## src/rtl/pindex_readout_ctrl.sv

```systemverilog
// Pooling-index readout sequencer: issues ordered reads to the index store, captures the
// returned data after a fixed latency and streams it out through a small credit-guarded skid FIFO.
module pindex_readout_ctrl #(
  parameter int unsigned INDEX_ADDR_WIDTH = 10,
  parameter int unsigned PINDEX_WIDTH     = 2,
  parameter int unsigned N_ENTRIES        = 1024,
  parameter int unsigned RD_LATENCY       = 1
) (
  input  logic                        clk,
  input  logic                        rst,
  input  logic                        start,
  input  logic                        abort,
  output logic                        pindex_rd,
  output logic [INDEX_ADDR_WIDTH-1:0] pindex_rd_addr,
  input  logic [PINDEX_WIDTH-1:0]     pindex_in,
  output logic                        m_valid,
  input  logic                        m_ready,
  output logic [PINDEX_WIDTH-1:0]     m_data,
  output logic [INDEX_ADDR_WIDTH-1:0] m_addr,
  output logic                        m_last,
  output logic                        busy,
  output logic                        done
);

  localparam int unsigned AW         = INDEX_ADDR_WIDTH;
  localparam int unsigned FIFO_DEPTH = RD_LATENCY + 2;
  localparam int unsigned CW         = $clog2(FIFO_DEPTH + 1) + 1;
  localparam int unsigned IW         = $clog2(FIFO_DEPTH);
  localparam logic [AW-1:0] LAST_ADDR = AW'(N_ENTRIES - 1);

  typedef enum logic [1:0] {IDLE, READ, DRAIN, DONE} state_t;

  state_t                  state_q, state_d;
  logic [AW-1:0]           cnt_q, cnt_d;
  logic                    rd_d, done_d;
  logic [AW-1:0]           rd_addr_d;

  logic [RD_LATENCY-1:0]   pipe_vld;
  logic [AW-1:0]           pipe_addr [RD_LATENCY];

  logic [PINDEX_WIDTH-1:0] fifo_data [FIFO_DEPTH];
  logic [AW-1:0]           fifo_addr [FIFO_DEPTH];
  logic                    fifo_last [FIFO_DEPTH];
  logic [CW-1:0]           fifo_cnt, fifo_cnt_d;
  logic [CW-1:0]           inflight_d;
  logic [IW-1:0]           wr_idx;
  logic                    push, pop, can_issue;

  assign push       = pipe_vld[RD_LATENCY-1];
  assign pop        = m_valid && m_ready;
  assign fifo_cnt_d = fifo_cnt - CW'(pop) + CW'(push);
  assign wr_idx     = IW'(fifo_cnt - CW'(pop));

  assign m_data = fifo_data[0];
  assign m_addr = fifo_addr[0];
  assign m_last = fifo_last[0];

  // Credit for the next cycle's strobe: FIFO occupancy and in-flight reads as they will be after this edge.
  always_comb begin
    inflight_d = CW'(pindex_rd);
    for (int i = 0; i < int'(RD_LATENCY) - 1; i++) begin
      inflight_d = inflight_d + CW'(pipe_vld[i]);
    end
    can_issue = (CW'(fifo_cnt_d + inflight_d) < CW'(FIFO_DEPTH));
  end

  always_comb begin
    state_d   = state_q;
    cnt_d     = cnt_q;
    rd_d      = 1'b0;
    rd_addr_d = pindex_rd_addr;
    done_d    = 1'b0;
    case (state_q)
      IDLE: begin
        if (start) begin
          state_d   = (LAST_ADDR == '0) ? DRAIN : READ;
          rd_d      = 1'b1;
          rd_addr_d = '0;
          cnt_d     = AW'(1);
        end
      end
      READ: begin
        if (can_issue) begin
          rd_d      = 1'b1;
          rd_addr_d = cnt_q;
          cnt_d     = cnt_q + AW'(1);
          if (cnt_q == LAST_ADDR) state_d = DRAIN;
        end
      end
      DRAIN: begin
        if (!pindex_rd && (pipe_vld == '0) && (fifo_cnt == '0)) begin
          state_d = DONE;
          done_d  = 1'b1;
        end
      end
      DONE: state_d = IDLE;
      default: state_d = IDLE;
    endcase
  end

  always_ff @(posedge clk) begin
    if (rst || abort) begin
      state_q        <= IDLE;
      cnt_q          <= '0;
      pindex_rd      <= 1'b0;
      pindex_rd_addr <= '0;
      busy           <= 1'b0;
      done           <= 1'b0;
    end else begin
      state_q        <= state_d;
      cnt_q          <= cnt_d;
      pindex_rd      <= rd_d;
      pindex_rd_addr <= rd_addr_d;
      busy           <= (state_d == READ) || (state_d == DRAIN);
      done           <= done_d;
    end
  end

  // Strobe-flag pipeline and shift-on-pop FIFO; the head always sits in slot 0.
  always_ff @(posedge clk) begin
    if (rst || abort) begin
      pipe_vld <= '0;
      fifo_cnt <= '0;
      m_valid  <= 1'b0;
      for (int i = 0; i < int'(RD_LATENCY); i++) pipe_addr[i] <= '0;
      for (int i = 0; i < int'(FIFO_DEPTH); i++) begin
        fifo_data[i] <= '0;
        fifo_addr[i] <= '0;
        fifo_last[i] <= 1'b0;
      end
    end else begin
      pipe_vld[0]  <= pindex_rd;
      pipe_addr[0] <= pindex_rd_addr;
      for (int i = 1; i < int'(RD_LATENCY); i++) begin
        pipe_vld[i]  <= pipe_vld[i-1];
        pipe_addr[i] <= pipe_addr[i-1];
      end
      if (pop) begin
        for (int i = 0; i < int'(FIFO_DEPTH) - 1; i++) begin
          fifo_data[i] <= fifo_data[i+1];
          fifo_addr[i] <= fifo_addr[i+1];
          fifo_last[i] <= fifo_last[i+1];
        end
      end
      if (push) begin
        fifo_data[wr_idx] <= pindex_in;
        fifo_addr[wr_idx] <= pipe_addr[RD_LATENCY-1];
        fifo_last[wr_idx] <= (pipe_addr[RD_LATENCY-1] == LAST_ADDR);
      end
      fifo_cnt <= fifo_cnt_d;
      m_valid  <= (fifo_cnt_d != '0);
    end
  end

endmodule
```

## config.mk

```make
export PLATFORM = sky130hd
export DESIGN_NAME = pindex_readout_ctrl
export DESIGN_NICKNAME = d
export VERILOG_FILES = /design/src/rtl/pindex_readout_ctrl.sv
export SDC_FILE = /design/constraint.sdc
export NUM_CORES = 1
export LEC_CHECK = 0
export BUFFER_PORTS_ARGS = -buffer_cell sky130_fd_sc_hd__buf_2
export CAP_MARGIN = 10
export CORE_MARGIN = 3
export CORE_UTILIZATION = 35
export DETAILED_ROUTE_END_ITERATION = 12
export SLEW_MARGIN = 20
export SYNTH_ARGS = -nofsm -noshare
export SYNTH_HDL_FRONTEND = slang
export SYNTH_SLANG_ARGS = --single-unit
```

## constraint.sdc

```tcl
create_clock -name clk -period 6.2 [get_ports clk]
set_input_delay 0 -clock clk [delete_from_list [all_inputs] [get_ports clk]]
set_output_delay 0 -clock clk [all_outputs]
set_load 0.005 [all_outputs]
```

Word level (Yosys, flattened, before mapping)
Memory sizes are Yosys's and may differ from the RTL's.
Index checks and enable logic that the tools add are counted.
W data, S select, Z words.
{ "op_classes": {"reduce_logical": 16, "mux": 41, "eq_ne": 9, "add_sub_neg": 4, "n_bitwise": 8, "magnitude_cmp": 1} }
{ "ops": {"columns": ["operator", "n"], "rows": [
  ["$mux W10", 8],
  ["$pmux W10 S2", 2],
  ["$eq A10 B10 Y1 const B", 2],
  ["$mux W2", 10],
  ["$reduce_or A10 Y1", 2],
  ["$mux W1", 19],
  ["$add A10 B1 Y10 const B", 1],
  ["$pmux W2 S4", 1],
  ["$add A3 B1 Y3", 2],
  ["$eq A2 B2 Y1 const B", 3],
  ["$or A1 B1 Y1", 6],
  ["$eq A2 B1 Y1 const B", 2],
  ["$ne A2 B2 Y1 const B", 2],
  ["$reduce_or A2 Y1", 2],
  ["$logic_and A1 B1 Y1", 3],
  ["$logic_not A3 Y1", 1],
  ["$lt A3 B2 Y1 const B", 1],
  ["$reduce_and A3 Y1", 1],
  ["$reduce_bool A3 Y1", 1],
  ["$sub A3 B1 Y3", 1],
  ["$logic_not A2 Y1", 1],
  ["$logic_or A1 B1 Y1", 2],
  ["$not A1 Y1", 2],
  ["$pmux W1 S2", 1],
  ["other kinds (3)", 3]
]} }
{ "totals": {"word_cells": 92, "n_memories": 4, "output_inout_bits": 27, "ramBits": 49, "ff_bits": 30, "in_bits": 7} }
{ "memory_table": {"columns": ["name", "depth", "word_bits", "rd", "rd_ports_with_merged_regs", "write_ports", "line", "rtl"], "rows": [
  ["fifo_addr", 3, 10, 3, 0, 3, "42", "logic [AW-1:0] fifo_addr [FIFO_DEPTH];"],
  ["pipe_addr", 1, 10, 1, 0, 1, "39", "logic [AW-1:0] pipe_addr [RD_LATENCY];"],
  ["fifo_data", 3, 2, 3, 0, 3, "41", "logic [PINDEX_WIDTH-1:0] fifo_data [FIFO_DEPTH];"],
  ["fifo_last", 3, 1, 3, 0, 3, "43", "logic fifo_last [FIFO_DEPTH];"]
]} }

Logic depth before layout (Yosys ltp)
{ "logic_depth": {"word_depth": 9, "depth_mapped": 11, "depth_no_buf": 11} }

Least setup slack after synthesis
OpenSTA, ideal clock, no wires.
{ "synth_timing": {"path_kind": "reg2reg", "from": "register m_valid", "to": "register cnt_q[5]", "stages_incl_launch_ff": 12, "arrival_ns": 2.467, "path_buffers": 0, "synth_period_minus_slack_ns": 2.537, "slack_ns": 3.663, "setup_ns": 0.070, "cell_sequence": "dfxtp_1 -> nand2_1 -> inv_1 -> ha_1 -> ha_1 -> inv_1 -> ha_1 -> ha_1 -> nand2_1 -> nand2_2 -> or4_1 -> a21boi_1"} }
{ "synth_via": {"elab_chain_cells": 7} }
{ "synth_rtl": {"columns": ["item", "line", "rtl"], "rows": [
  ["from (decl)", "16", "output logic m_valid,"],
  ["from (signal assigned)", "151", "m_valid <= (fifo_cnt_d != '0);"],
  ["$logic_and A1 B1 Y1", "50", "assign pop = m_valid && m_ready;"],
  ["$sub A3 B1 Y3", null, null],
  ["$add A3 B1 Y3", "51", "assign fifo_cnt_d = fifo_cnt - CW'(pop) + CW'(push);"],
  ["via fifo_cnt_d[1]", "44", "logic [CW-1:0] fifo_cnt, fifo_cnt_d;"],
  ["$add A3 B1 Y3", "64", "can_issue = (CW'(fifo_cnt_d + inflight_d) < CW'(FIFO_DEPTH));"],
  ["$lt A3 B2 Y1", "64", null],
  ["$ne A2 B2 Y1 (no source line)", null, null],
  ["$reduce_and A3 Y1 (no source line)", null, null],
  ["to (signal assigned)", "111", "cnt_q <= cnt_d;"],
  ["to (decl)", "34", "logic [AW-1:0] cnt_q, cnt_d;"]
]} }
The timed path passes the listed nets, and every way through them passes these cells.
A chain may end at the register's enable or synchronous reset.

==> flow_summary.toml <==
[run_status]
status = "finished, final reports clean"

[routing]
totalWireLength_um = 6456
wl_met1_um = 2970
drt-initial-drc-count = 87
postRouteAntennaNets = 0
vias = 2415
drcViolationCount = 0
routedWlPerCell_um = 13.23
vias_per_cell = 4.949
highest_layer = "met4"
wl_met3_um = 300
drt-pass1-iter-count = 4
dr_wl_met2_um = 3110

[clock_network]
postCtsResizedCells = 0
post_cts_buffers = 0
clockRootBuffer = "clkbuf_8"
clock-sinks = 79
clk_path_buf_depth = 2
htree_levels = 3
clock_latency_ns = 0.36
cts_hold_buf = 3
cts_buffers = 9
cts_tree = "built"
cts.clk_slew.worst_paths_ns = 0.08

[layout]
register_area_um2 = 1972
insertedDiodeCount = 0
drive_above_1_share_pct = 17.83
final_nets = 368
multi_input_area_um2 = 1304
syn_to_final_growth_pct = 14.26
num-fill-cells = 954

[sta]
final_hold_viol_count = 0
fin_crit_sh_pct = 46.48
slew_viol_final = 0
fmax_mhz = 347.0
rsz0062_at_grt = "no"
finClkSkew_ns = 0.01338
max_slew_margin_pct = 32.95
setup_violations = 0
worst_slack_ns = 3.318
setup_tns_ns = 0
worstMarginPinSlew_ns = 1.005
finalCriticalPeriod_ns = 2.882

[yosys]
synth_area_leader_cell = "edfxtp_1"
ys_seq_elements = 79
syn_area_um2 = 3422
yosysWarnings = 0
syn_avg_cell_area_um2 = 10.59
syn_nets = 337
seq_area_frac_synth_pct = 57.62
syn_inst = 323
yosys-top-cells-area = "edfxtp_1 (34%), dfxtp_1 (23%), and2_1 (4.9%)"
synth_ff_type = "dfxtp_1"
synth.top_cell.area_share_pct = 34.22
synth-edff-count = 39
ys_types = 45
async_flop_share_pct = 0

[global_route]
grt_max_degree = 28
grt_overflow = 0
grt_util_all_layers_pct = 12.53
antenna_found_initial = 0
grt_pass1_wl_um = 10980
first_global_vias = 2229

[floorplan]
start_util_pct = 36.52
coreArea_um2 = 9371
dieArea_um2 = 11000
io_pins = 34
die_h_um = 104.9
placementRows = 35
die_x_um = 104.9

[critical_path]
slowest_delay_ns = 0.81
worstPathRequired_ns = 6.20
criticalPathCategory = "register to register"
cp_common_cell = "ha_1"
critPathLaunchType = "register"
cp_data_arrival_time_ns = 2.88
critical_path.cell_chain = "nand2_1 > inv_1 > ha_1 > ha_1 > nand4_1 > nand3_1"
worstSetupEndpointType = "register"
crit_path_max_fanout = 27
slowest_stage = "nand3_1"

[min_path]
hold_path_class = "input pin to register"

[run]
drv_cap = 0

[power]
power_density_nw_per_um2 = 252.9
ir_drop_mv = 0.1019
p_leak_uw = 0.001457
power.total_uw = 988.7

[place]
gp_congestion = 0.7368
dp_slack_ns = 3.258
hpwl_um = 4591
portBuffers = 33
==> power by group <==
group | total, uW | internal (uW) | switching, uW
sequential | 564 | 559 | 5.03
clock | 388 | 191 | 197
combinational | 36.5 | 13.0 | 23.5
==> kinds of logic after synthesis <==
| kind of cell | after synthesis | share of synthesized area (%) |
|---|---|---|
| compound gates | 49 | 9.105 |
| xor+xnor | 3 | 1.426 |
| fa+ha+maj | 7 | 2.559 |
| buf+inv | 35 | 4.424 |
| flops | 79 | 57.62 |
| mux | 7 | 2.048 |
| simple gates | 143 | 22.82 |
==> flip-flops by register name (all words and copies together) (netlist names) <==
signal          count
fifo_addr          30
cnt_q              10
pindex_rd_addr     10
pipe_addr          10
fifo_data           6
fifo_cnt            3
fifo_last           3
state_q             2
busy                1
done                1
m_valid             1
pindex_rd           1
pipe_vld            1
==> cells in the final DEF, fill, tap and decap left out, types with 4 or more instances in the layout <==
master	instances
nor4_2	4
ha_1	7
nand2b_1	4
o21ai_0	30
buf_2	33
clkbuf_8	9
dfxtp_1	40
or3_1	8
nor3_1	6
mux2i_1	7
nand2_1	44
nor2_1	6
nand3_1	20
inv_1	18
a32o_1	9
edfxtp_1	39
nand4_1	5
and2_1	27
==> Yosys cell counts, types with 3 or more instances <==
cell       n
a32o_1     9
o21ai_0   30
nor4_1     3
clkbuf_1  12
and2_1    27
nor4_2     4
dfxtp_1   40
nand2b_1   4
nand4_1    5
nor3_1     7
edfxtp_1  39
or3_1      8
ha_1       7
inv_1     18
nor2_1     6
nand3_1   20
mux2i_1    7
nand2_1   44
==> worst max-delay path, delay by kind of cell (launching register included) <==
family                     cells  cell delay [ns]
adders and majority gates      2             0.51
buffers and inverters          1             0.06
DFF                            1             0.31
and+or+nand+nor                3             1.63
==> cell type report <==
type | count | share of cell area [%]
Multi-Input combinational cell | 209 | 33.34
Sequential cell | 79 | 50.43
Clock buffer | 9 | 3.168
Tap cell | 129 | 4.128
Clock inverter | 7 | 2.016
Timing Repair Buffer | 37 | 5.184
Inverter | 18 | 1.728
==> stage by stage <==
step	area, um^2	cells	utilization (%)	hold WS [ns]
final	3910	488	41.72	0.1379
after global routing	3910	488	41.72	0.1460
after CTS	3905	488	41.67	0.1260
after detailed placement	3672	469	39.19	0.3176
after global placement	3672	469	39.19	0.3132
after floorplan	3422	323	-	0.1871
==> path summary, 6_finish.rpt <==
kind                                         from         endpoint  slack [ns]  cells past startpoint
worst max register to register            m_valid  fifo_addr[0][2]        3.32                      6
worst min-delay path                          rst       state_q[0]        0.14                      5
worst min register to register  pindex_rd_addr[5]  pipe_addr[0][5]        0.50                      1
worst max-delay path                      m_valid  fifo_addr[0][2]        3.32                      6
==> layer usage <==
metal | track usage, % | up-vias
met5 | 0 | -
met4 | 3.561 | 0
met3 | 4.694 | 7
met2 | 20.39 | 41
met1 | 15.58 | 1150
li1 | - | 1217
No activity file was read; power rests on OpenSTA's default activity.
